$ cat src/rtl/serial_port.sv
// serial_port: 8N1 UART behind the CPU's COM data/status registers.
// Transmit and receive paths are independent. Each path has a four-state FSM
// (IDLE, START, DATA, STOP) that runs on a BAUD_DIV-cycle bit timer.
// Build option: define SERIAL_RX_FIFO_EN to buffer received bytes in an
// RX_FIFO_DEPTH-entry FIFO. Without it, a single holding register is used,
// and a new byte overwrites an unread one.
module serial_port #(
  parameter int BAUD_DIV      = 434,
  parameter int RX_FIFO_DEPTH = 4
) (
  input  logic       clk,
  input  logic       rst,
  input  logic [7:0] tx_data,
  input  logic       tx_start,
  output logic       write_ready,
  output logic [7:0] rx_data,
  output logic       read_ready,
  input  logic       read_ack,
  output logic       rx_overrun,
  input  logic       rxd,
  output logic       txd
);

  localparam int            CW        = $clog2(BAUD_DIV);
  localparam logic [CW-1:0] BIT_LAST  = CW'(BAUD_DIV - 1);
  localparam logic [CW-1:0] HALF_LAST = CW'(BAUD_DIV / 2 - 1);

  if (BAUD_DIV < 4) begin : g_baud_check
    $error("serial_port: BAUD_DIV must be >= 4");
  end
  if (RX_FIFO_DEPTH < 2 || (RX_FIFO_DEPTH & (RX_FIFO_DEPTH - 1)) != 0) begin : g_depth_check
    $error("serial_port: RX_FIFO_DEPTH must be a power of two >= 2");
  end

  typedef enum logic [1:0] {ST_IDLE, ST_START, ST_DATA, ST_STOP} uart_state_e;

  // ---------------------------------------------------------------------------
  // Transmitter
  // ---------------------------------------------------------------------------
  uart_state_e   tx_state_q, tx_state_d;
  logic [CW-1:0] tx_cnt_q,   tx_cnt_d;
  logic [2:0]    tx_bit_q,   tx_bit_d;
  logic [7:0]    tx_shift_q, tx_shift_d;
  logic          txd_q,      txd_d;

  // TX next state: latch the byte on an accepted start, then walk the frame bits
  always_comb begin
    // NOTE: every variable gets a default first so no path can infer a latch.
    tx_state_d = tx_state_q;
    tx_cnt_d   = tx_cnt_q;
    tx_bit_d   = tx_bit_q;
    tx_shift_d = tx_shift_q;
    txd_d      = txd_q;
    if (tx_state_q == ST_IDLE) begin
      if (tx_start) begin
        tx_state_d = ST_START;
        tx_cnt_d   = '0;
        tx_shift_d = tx_data;
        txd_d      = 1'b0;
      end
    end else if (tx_cnt_q == BIT_LAST) begin
      tx_cnt_d = '0;
      case (tx_state_q)
        ST_START: begin
          tx_state_d = ST_DATA;
          tx_bit_d   = '0;
          txd_d      = tx_shift_q[0];
        end
        ST_DATA: begin
          if (tx_bit_q == 3'd7) begin
            tx_state_d = ST_STOP;
            txd_d      = 1'b1;
          end else begin
            tx_bit_d   = tx_bit_q + 3'd1;
            tx_shift_d = tx_shift_q >> 1;
            txd_d      = tx_shift_q[1];
          end
        end
        default: begin
          tx_state_d = ST_IDLE;
          txd_d      = 1'b1;
        end
      endcase
    end else begin
      tx_cnt_d = tx_cnt_q + CW'(1);
    end
  end

  // TX state register
  // NOTE: sequential state uses non-blocking assignments, so every flop samples pre-edge values.
  always_ff @(posedge clk) begin
    if (rst) begin
      tx_state_q <= ST_IDLE;
      tx_cnt_q   <= '0;
      tx_bit_q   <= '0;
      tx_shift_q <= '0;
      txd_q      <= 1'b1;
    end else begin
      tx_state_q <= tx_state_d;
      tx_cnt_q   <= tx_cnt_d;
      tx_bit_q   <= tx_bit_d;
      tx_shift_q <= tx_shift_d;
      txd_q      <= txd_d;
    end
  end

  assign txd         = txd_q;
  assign write_ready = (tx_state_q == ST_IDLE);

  // ---------------------------------------------------------------------------
  // Receiver
  // ---------------------------------------------------------------------------
  logic rxd_meta_q, rxd_meta_d;
  logic rxd_sync_q, rxd_sync_d;
  logic rxd_prev_q, rxd_prev_d;
  logic ack_prev_q, ack_prev_d;
  logic rx_fall, ack_rise, rx_pop;

  uart_state_e   rx_state_q, rx_state_d;
  logic [CW-1:0] rx_cnt_q,   rx_cnt_d;
  logic [2:0]    rx_bit_q,   rx_bit_d;
  logic [7:0]    rx_shift_q, rx_shift_d;
  logic          rx_ferr_q,  rx_ferr_d;
  logic          rx_overrun_q, rx_overrun_d;
  logic          rx_store;

  // Synchroniser chain for rxd and previous-value taps for both edge detectors
  always_comb begin
    rxd_meta_d = rxd;
    rxd_sync_d = rxd_meta_q;
    rxd_prev_d = rxd_sync_q;
    ack_prev_d = read_ack;
  end

  assign rx_fall  = rxd_prev_q & ~rxd_sync_q;
  assign ack_rise = read_ack & ~ack_prev_q;
  assign rx_pop   = ack_rise & read_ready;

  // RX next state: qualify the start bit at half a bit, then sample mid-bit
  always_comb begin
    rx_state_d = rx_state_q;
    rx_cnt_d   = rx_cnt_q;
    rx_bit_d   = rx_bit_q;
    rx_shift_d = rx_shift_q;
    rx_ferr_d  = rx_ferr_q;
    rx_store   = 1'b0;
    case (rx_state_q)
      ST_IDLE: begin
        if (rx_fall) begin
          rx_state_d = ST_START;
          rx_cnt_d   = '0;
        end
      end
      ST_START: begin
        if (rx_cnt_q == HALF_LAST) begin
          rx_cnt_d = '0;
          if (rxd_sync_q) begin
            rx_state_d = ST_IDLE;
          end else begin
            rx_state_d = ST_DATA;
            rx_bit_d   = '0;
          end
        end else begin
          rx_cnt_d = rx_cnt_q + CW'(1);
        end
      end
      ST_DATA: begin
        if (rx_cnt_q == BIT_LAST) begin
          rx_cnt_d   = '0;
          rx_shift_d = {rxd_sync_q, rx_shift_q[7:1]};
          if (rx_bit_q == 3'd7) begin
            rx_state_d = ST_STOP;
          end else begin
            rx_bit_d = rx_bit_q + 3'd1;
          end
        end else begin
          rx_cnt_d = rx_cnt_q + CW'(1);
        end
      end
      default: begin
        // After a framing error, hold here until the line idles high again.
        if (rx_ferr_q) begin
          if (rxd_sync_q) begin
            rx_state_d = ST_IDLE;
            rx_ferr_d  = 1'b0;
          end
        end else if (rx_cnt_q == BIT_LAST) begin
          rx_cnt_d = '0;
          if (rxd_sync_q) begin
            rx_store   = 1'b1;
            rx_state_d = ST_IDLE;
          end else begin
            rx_ferr_d = 1'b1;
          end
        end else begin
          rx_cnt_d = rx_cnt_q + CW'(1);
        end
      end
    endcase
  end

  // RX state register, synchroniser and read_ack history
  always_ff @(posedge clk) begin
    if (rst) begin
      rxd_meta_q   <= 1'b1;
      rxd_sync_q   <= 1'b1;
      rxd_prev_q   <= 1'b1;
      ack_prev_q   <= 1'b0;
      rx_state_q   <= ST_IDLE;
      rx_cnt_q     <= '0;
      rx_bit_q     <= '0;
      rx_shift_q   <= '0;
      rx_ferr_q    <= 1'b0;
      rx_overrun_q <= 1'b0;
    end else begin
      rxd_meta_q   <= rxd_meta_d;
      rxd_sync_q   <= rxd_sync_d;
      rxd_prev_q   <= rxd_prev_d;
      ack_prev_q   <= ack_prev_d;
      rx_state_q   <= rx_state_d;
      rx_cnt_q     <= rx_cnt_d;
      rx_bit_q     <= rx_bit_d;
      rx_shift_q   <= rx_shift_d;
      rx_ferr_q    <= rx_ferr_d;
      rx_overrun_q <= rx_overrun_d;
    end
  end

  assign rx_overrun = rx_overrun_q;

`ifdef SERIAL_RX_FIFO_EN
  // ---------------------------------------------------------------------------
  // Receive FIFO: pop is applied before push, so a full FIFO can take a byte
  // in the same cycle one is read.
  // ---------------------------------------------------------------------------
  localparam int            PW   = $clog2(RX_FIFO_DEPTH);
  localparam logic [PW:0]   FULL = (PW + 1)'(RX_FIFO_DEPTH);

  logic [7:0]    fifo_mem_q [RX_FIFO_DEPTH];
  logic [PW-1:0] wr_ptr_q, wr_ptr_d;
  logic [PW-1:0] rd_ptr_q, rd_ptr_d;
  logic [PW:0]   count_q,  count_d;
  logic          fifo_push;

  // FIFO pointer/count update and overrun detection
  always_comb begin
    wr_ptr_d     = wr_ptr_q;
    rd_ptr_d     = rd_ptr_q;
    rx_overrun_d = rx_overrun_q;
    fifo_push    = 1'b0;
    if (rx_pop) begin
      rd_ptr_d = rd_ptr_q + PW'(1);
    end
    if (rx_store) begin
      if (count_q == FULL && !rx_pop) begin
        rx_overrun_d = 1'b1;
      end else begin
        fifo_push = 1'b1;
        wr_ptr_d  = wr_ptr_q + PW'(1);
      end
    end
    count_d = count_q + (PW + 1)'(fifo_push) - (PW + 1)'(rx_pop);
  end

  // FIFO pointer registers
  always_ff @(posedge clk) begin
    if (rst) begin
      wr_ptr_q <= '0;
      rd_ptr_q <= '0;
      count_q  <= '0;
    end else begin
      wr_ptr_q <= wr_ptr_d;
      rd_ptr_q <= rd_ptr_d;
      count_q  <= count_d;
    end
  end

  // FIFO storage write
  // NOTE: the storage array is not reset; only pointers/count are, and rx_data is masked while empty.
  always_ff @(posedge clk) begin
    if (fifo_push) begin
      fifo_mem_q[wr_ptr_q] <= rx_shift_q;
    end
  end

  assign read_ready = (count_q != '0);
  assign rx_data    = read_ready ? fifo_mem_q[rd_ptr_q] : 8'h00;
`else
  // ---------------------------------------------------------------------------
  // Single holding register: a new byte overwrites an unread one.
  // ---------------------------------------------------------------------------
  logic [7:0] rx_hold_q,  rx_hold_d;
  logic       rx_valid_q, rx_valid_d;

  // Holding register update: consume first, then store
  always_comb begin
    rx_hold_d    = rx_hold_q;
    rx_valid_d   = rx_valid_q;
    rx_overrun_d = rx_overrun_q;
    if (rx_pop) begin
      rx_valid_d = 1'b0;
    end
    if (rx_store) begin
      if (rx_valid_q && !rx_pop) begin
        rx_overrun_d = 1'b1;
      end
      rx_hold_d  = rx_shift_q;
      rx_valid_d = 1'b1;
    end
  end

  // Holding register
  always_ff @(posedge clk) begin
    if (rst) begin
      rx_hold_q  <= 8'h00;
      rx_valid_q <= 1'b0;
    end else begin
      rx_hold_q  <= rx_hold_d;
      rx_valid_q <= rx_valid_d;
    end
  end

  assign read_ready = rx_valid_q;
  assign rx_data    = rx_hold_q;
`endif

endmodule

$ cat config.mk
export PLATFORM = sky130hd
export DESIGN_NAME = serial_port
export DESIGN_NICKNAME = d
export VERILOG_FILES = /design/src/rtl/serial_port.sv
export SDC_FILE = /design/constraint.sdc
export NUM_CORES = 1
export LEC_CHECK = 0
export CAP_MARGIN = 20
export CORE_UTILIZATION = 57
export CTS_CLUSTER_DIAMETER = 30
export CTS_CLUSTER_SIZE = 12
export DETAILED_ROUTE_END_ITERATION = 7
export GPL_TIMING_DRIVEN = 1
export PLACE_DENSITY = 0.79
export SLEW_MARGIN = 20
export SYNTH_ARGS = -nofsm -noshare
export SYNTH_HDL_FRONTEND = slang
export SYNTH_SLANG_ARGS = --single-unit
$ cat constraint.sdc
create_clock -name clk -period 2.15 [get_ports clk]
set_input_delay 0.43 -clock clk [delete_from_list [all_inputs] [get_ports clk]]
set_output_delay 0.43 -clock clk [all_outputs]
set_load 0.02 [all_outputs]
# Word level (Yosys, flattened, before mapping)
# Cells that the tools add are included.
# W data, S select, Z words.
# op_classes
add_sub_neg,4
n_eq_ne,20
n_mux,48
n_bitwise,6
reduce_logical,20
# op_table
op,n
$mux W9,7
$mux W8,5
$pmux W9 S3,1
$mux W2,12
$add A9 B1 Y9 const B,2
$eq A9 B9 Y1 const B,2
$ne A2 B2 Y1 const B,9
$mux W3,5
$mux W1,13
$pmux W3 S2,2
$reduce_and A5 Y1,2
$reduce_bool A2 Y1,5
$eq A9 B8 Y1 const B,1
$reduce_and A2 Y1,4
$reduce_and A4 Y1,2
$add A3 B1 Y3 const B,2
$eq A3 B3 Y1 const B,2
$pmux W2 S3,1
$eq A2 B1 Y1 const B,2
$eq A2 B2 Y1 const B,2
$logic_not A2 Y1,2
$ne A4 B1 Y1 const B,1
$pmux W2 S2,1
$reduce_bool A4 Y1,1
8 further kinds,12
# totals
regBits,60
in_bits,13
out_inout_bits,12

# Logic depth before layout (Yosys ltp)
# Gate-level depths: netlist of the first run.
# depth
ltp_word,6
mapped_depth,8

# Worst setup path after synthesis of the first run
# Ideal clock, no wire load.
# synth_path
path_type,reg2reg
startpoint,reg rx_cnt_q[0]
endpoint,reg rx_bit_q[0]
t_arrival_ns,1.580
required_ns,2.022
setup_slack_ns,0.442
path_stages_with_launch,7
path_buffers,0
period_less_slack_ns,1.708
cell_sequence,dfxtp_1 -> ha_1 -> and4b_1 -> nand4_4 -> a221oi_2 -> mux2i_1 -> nor2_1
# synth_between
elab_chain_cells,3
word_cells_on_any_way,5
classes_between,4 x eq/ne; 1 x reduce/logical
# synth_rtl
item,line_no,source
from (decl),120,"logic [CW-1:0] rx_cnt_q, rx_cnt_d;"
from (signal assigned),221,rx_cnt_q <= rx_cnt_d;
$eq A9 B9 Y1 or $eq A9 B8 Y1 (tied branches),"168, 155",
$ne A2 B2 Y1 (no source line),-,
$reduce_and A5 Y1 (no source line) (*),-,
to (signal assigned),222,rx_bit_q <= rx_bit_d;
to (decl),121,"logic [2:0] rx_bit_q, rx_bit_d;"
# Mark *: on every way between the ends. The rest lies on a longest branch, timed or not.
# A chain may end at the register's enable or synchronous reset.

# Worst setup path in the final report of the first run
# layout_path
startpoint,reg rx_cnt_q[0]
endpoint,reg rx_hold_q[7] (netlist: rx_data[7])
# layout_between
elab_chain_cells,4
# layout_rtl
item,line_no,source
$eq A9 B9 Y1,187,end else if (rx_cnt_q == BIT_LAST) begin
$mux W1,187,
$mux W1,182,if (rx_ferr_q) begin
$mux W1,147,case (rx_state_q)
to (signal assigned),318,rx_hold_q <= rx_hold_d;
to (decl),292,"logic [7:0] rx_hold_q, rx_hold_d;"
# No other way between the ends.

==> results.cfg, run 1 <==
[sta]
whs_ns = 0.405
finalHoldViolCount = 0
finClkSkew_ns = 0.0113
final_max_slew_viol_count = 0
setup-violations-final = 0
final.setup.tns_ns = 0
finalWorstPathRequiredPeriod_ns = 1.90
max_freq_mhz = 526
rsz0062_at_grt = no
slew_headroom = 0.604
tightest_slew_ns = 0.593
post-route-period-util = 0.883

[yosys]
synth_cells = 313
synthArstFlopShare = 0
syn_area_um2 = 2780
synth_seq_area_share = 0.432
synthDistinctLibCells = 47
synth_fp_nets = 338
synth_edf_count = 0
yosys_warnings = 0
synth_seq_cells = 60
synth_ff_type = dfxtp_1
synth_area_per_cell_um2 = 8.89

[die]
rows = 25
coreArea_um2 = 4720
start_util = 0.589
die_x_um = 71.9
die_area_um2 = 5160
ios = 25
die_height_um = 71.9

[setup_path]
critPathMaxFanout = 10
crit_type = reg2reg
slowest_delay_ns = 0.55
worstPathRequired_ns = 2.38
critPathSlowestCell = or3_1
critical_path_buf_inv_count = 0
cp_data_arrival_time_ns = 2.13
endpoint_kind = register
crit_chain = ha_1, and4b_1, nand4_4, or3_1, nand2_1, a21oi_1
cp_top_family = simple AND/OR/NAND/NOR gates
cp-start-kind = register

[cells_and_area]
layout.nets = 362
nFillCells = 400
final_common_cell = dfxtp_1
final_cell_mix = dfxtp_1 (60), nor2_1 (46), nand2_1 (30)
antenna_cells = 0
drive_above_1_share = 0.102
multi_input_area_um2 = 1470
layout.area.seq_um2 = 1200
area_delta_synth_final_pct = 16.8

[pwr]
seqPwrFrac = 0.484
clockPowerShare = 0.353
p_sw_frac = 0.300
p_int_mw = 1.77
ir_drop_uv = 410
powerDensity_nw_per_um2 = 778
p_leak_nw = 1.20
p_sw_mw = 0.757
p_comb_frac = 0.162

[grt]
grt_use_total = 0.220
grt_pass1_vias = 2082
grt-ovfl-total = 0
antenna_found_initial = 0
grt_pass1_wl_mm = 8.87
grt_start_max_net_pins = 24

[placed_design]
dp_hpwl_mm = 3.57
routabilityCongestion = 0.773
numPortBuffers = 24

[routing]
viasPerCell = 5.52
wirelength_mm = 5.20
postRouteAntennaNets = 0
first_pass_iters = 4
via_count = 2258
route.detailed.drc = 0
routedWlPerCell_um = 12.7
drtIter0Drc = 147

[worst_hold_path]
min_path_type = reg2reg

[clocking]
cts_sinks = 60
clk_latency_ns = 0.35
htreeDepth = 3
clock_path_buffers = 2
cts-buffers-inserted = 9
hold_buffers = 0
path_clk_slew_ns = 0.07
cts_tree = built
clock-root-buffer = clkbuf_8

[run_status]
outcome = complete, no violations

[flow_run]
cap_violations = 0
## cell families (layout without fill, tap and decap cells)
group / count (synthesis) / in the layout / synth area share
buf+inv: 27 / 56 / 0.0400
xor+xnor: 8 / 8 / 0.0252
flops: 60 / 60 / 0.432
simple gates: 124 / 124 / 0.224
fa+ha+maj: 12 / 12 / 0.0540
compound gates: 63 / 63 / 0.156
mux: 19 / 19 / 0.0688
## state kept, by name (all words and copies together), names as in the netlist, 2 cells and up
| name | count |
|---|---|
| rx_state_q | 2 |
| rx_shift_q | 8 |
| rx_data | 8 |
| tx_shift_q | 8 |
| tx_bit_q | 3 |
| tx_state_q | 2 |
| rx_bit_q | 3 |
| rx_cnt_q | 9 |
| tx_cnt_q | 9 |
## what timing repair did
item	4_1_cts	5_1_grt
resized for setup	1	1
gates cloned	0	0
setup endpoints to repair	1	1
buffers inserted	0	0
## per-stage QoR
stage / utilization / std cells / worst slack [ns] / power [mW] / area (µm²)
CTS: 0.687 / 409 / 0.0231 / 2.56 / 3250
global placement: 0.650 / 393 / 0.306 / 1.64 / 3070
detailed placement: 0.650 / 393 / 0.233 / 1.66 / 3070
floorplan: - / 313 / 0.442 / 1.55 / 2780
finish: 0.688 / 409 / 0.251 / 2.53 / 3250
global route: 0.688 / 409 / 0.109 / 2.66 / 3250
## power groups by stage
stage / clock, mW / sequential (mW) / combinational [mW]
floorplan: 0 / 1.22 / 0.329
global placement: 0 / 1.24 / 0.396
detailed placement: 0 / 1.25 / 0.409
CTS: 0.920 / 1.22 / 0.415
global route: 0.967 / 1.23 / 0.458
finish: 0.892 / 1.22 / 0.410
## synth_stat cells, types with 4 or more instances
cell | instances | area (µm²)
xor2_1 | 5 | 43.8
nor2_1 | 46 | 173
nand2_1 | 30 | 113
a21oi_1 | 21 | 105
nand3_1 | 14 | 70.1
a311oi_1 | 6 | 52.6
buf_2 | 4 | 20.0
dfxtp_1 | 60 | 1200
inv_1 | 11 | 41.3
o21ai_0 | 5 | 25.0
a22oi_1 | 4 | 30.0
nand2b_1 | 10 | 62.6
a211oi_1 | 9 | 67.6
clkbuf_1 | 10 | 37.5
nor2b_1 | 4 | 25.0
ha_1 | 12 | 150
mux2i_1 | 18 | 180
## cell type report
class,instances,area share
clock buffer,9,0.0381
clock inverter,7,0.0158
inverter,11,0.0127
multi-input combinational,226,0.453
sequential,60,0.370
tap,67,0.0258
timing repair buffer,29,0.0847
## final timing paths
kind / from / to / slack [ns] / cells after the start
worst min-delay path: rxd_meta_q / rxd_prev_d / 0.40 / 1
worst max register to register: rx_cnt_q[0] / rx_data[7] / 0.25 / 6
worst max-delay path: rx_cnt_q[0] / rx_data[7] / 0.25 / 6
worst min register to register: rxd_meta_q / rxd_prev_d / 0.40 / 1
## routing by layer
metal,up-vias,routed length (µm),part of all wire,GRT usage
met5,-,0,0,0
met4,0,73,0.014,0.0980
met3,6,191,0.037,0.0675
met2,39,2450,0.47,0.351
met1,1067,2490,0.48,0.273
li1,1146,-,-,-
(Power assumes the default switching activity.)
==> run 2: changes to the inputs <==
--- a/config.mk
+++ b/config.mk
@@ -6,12 +6,14 @@
 export NUM_CORES = 1
 export LEC_CHECK = 0
 export CAP_MARGIN = 20
-export CORE_UTILIZATION = 57
+export CORE_UTILIZATION = 50
 export CTS_CLUSTER_DIAMETER = 30
 export CTS_CLUSTER_SIZE = 12
 export DETAILED_ROUTE_END_ITERATION = 7
+export GPL_ROUTABILITY_DRIVEN = 0
 export GPL_TIMING_DRIVEN = 1
-export PLACE_DENSITY = 0.79
+export PLACE_DENSITY = 0.71
+export REMOVE_ABC_BUFFERS = 1
 export SLEW_MARGIN = 20
 export SYNTH_ARGS = -nofsm -noshare
 export SYNTH_HDL_FRONTEND = slang
==> run 2 against run 1 <==
Effect of this change:
- via count shrank 2.7%
- cell area grew 1.7%
- non-clock buffer count grew 1
- critical endpoint is now write_ready
- highest routed layer unchanged
==> results.cfg, run 2 (synthesis gave the netlist of run 1 again) <==
[run_status]
outcome = complete, no violations

[setup_path]
crit_type = reg2out
endpoint_kind = output pin
cp-start-kind = register
critPathMaxFanout = 3
r2r_start = rx_cnt_q[0]
worstPathRequired_ns = 1.72
startpoint = tx_state_q[0]
cp_data_arrival_time_ns = 1.62

[clocking]
cts_sinks = 60
htreeDepth = 3
clock_path_buffers = 2
clock-root-buffer = clkbuf_8
cts-buffers-inserted = 9
postCtsSetupRepairBufs = 0
path_clk_slew_ns = 0.07
hold_buffers = 0
clk_latency_ns = 0.33
cts_tree = built
postCtsResizedCells = 0

[cells_and_area]
final_common_cell = dfxtp_1
area_delta_synth_final_pct = 18.8
drive_above_1_share = 0.0994
layoutNonFillerInstCount = 412
biggestRegsByFlops = rx_cnt_q: 9 flops, tx_cnt_q: 9 flops
nFillCells = 466
layout.nets = 363
final_cell_mix = dfxtp_1 (60), nor2_1 (46), nand2_1 (30)
antenna_cells = 0

[routing]
route.detailed.drc = 0
postRouteAntennaNets = 0
drtIter0Drc = 101
first_pass_iters = 4
via_count = 2198
wirelength_mm = 5.06
viasPerCell = 5.33
routedWlPerCell_um = 12.3

[pwr]
clockPowerShare = 0.410
seqPwrFrac = 0.443
p_sw_mw = 0.704
powerDensity_nw_per_um2 = 836
p_int_mw = 2.06
p_sw_frac = 0.255
p_leak_nw = 1.23
p_comb_frac = 0.148
ir_drop_uv = 477

[sta]
finalHoldViolCount = 0
finalWorstPathRequiredPeriod_ns = 2.05
final_max_slew_viol_count = 0
post-route-period-util = 0.954
final.setup.tns_ns = 0
tightest_slew_ns = 0.582
max_freq_mhz = 488
rsz0062_at_grt = no
finClkSkew_ns = 0.00748
whs_ns = 0.414
setup-violations-final = 0
fin_ws_ns = 0.0988
slew_headroom = 0.612

[placed_design]
dp_slack_ns = 0.234
dp_hpwl_mm = 3.46
numPortBuffers = 24
dp.cells = 397

[grt]
grt_pass1_wl_mm = 8.94
antenna_found_initial = 0
grt_use_total = 0.193
grt-ovfl-total = 0
grt_pass1_vias = 2000
grt_start_max_net_pins = 31

[die]
die_area_um2 = 5870
die_x_um = 76.6
ios = 25
rows = 26
coreArea_um2 = 5240
die_height_um = 76.6
start_util = 0.531

[worst_hold_path]
hold_start = rxd_meta_q
min_path_type = reg2reg

[flow_run]
cap_violations = 0
run 2: area by class of cell:
class / instances / area [µm²] / area share
Multi-Input combinational cell: 226 / 1470 / 0.445
Sequential cell: 60 / 1200 / 0.364
Timing Repair Buffer: 30 / 280 / 0.0848
Clock buffer: 11 / 151 / 0.0458
Tap cell: 70 / 87.6 / 0.0265
Clock inverter: 4 / 72.6 / 0.0220
Inverter: 11 / 41.3 / 0.0125
run 2: per-stage QoR:
stage               utilization  cell area (µm²)  total power [mW]
global route              0.631             3300              2.91
CTS                       0.631             3300              2.80
finish                    0.631             3300              2.76
global placement          0.588             3080              1.65
floorplan                     -             2710              1.52
detailed placement        0.588             3080              1.65
run 2: critical path, stage by stage, from the launching register on:
cell and delay [ns]:
dfxtp_1 0.33, inv_1 0.09, ha_1 0.23, clkdlybuf4s50_1 0.64
run 2: routing by layer:
metal	global-route usage	routed length [µm]
met1	0.231	2440
met2	0.307	2390
met3	0.0790	202
met4	0.0750	28
met5	0	0
run 2: worst paths after layout:
path                            slack, ns           to  cells past startpoint
worst max-delay path                  0.1  write_ready                      3
worst min-delay path                 0.41   rxd_prev_d                      1
worst max register to register       0.23   rx_data[2]                      6
worst min register to register       0.41   rxd_prev_d                      1
run 2: power by group through the flow:
stage | Clock (mW) | Combinational, mW | Sequential (mW)
finish | 1.13 | 0.409 | 1.22
global route | 1.22 | 0.462 | 1.23
CTS | 1.16 | 0.412 | 1.22
detailed placement | 0 | 0.409 | 1.25
global placement | 0 | 0.406 | 1.24
floorplan | 0 | 0.285 | 1.24
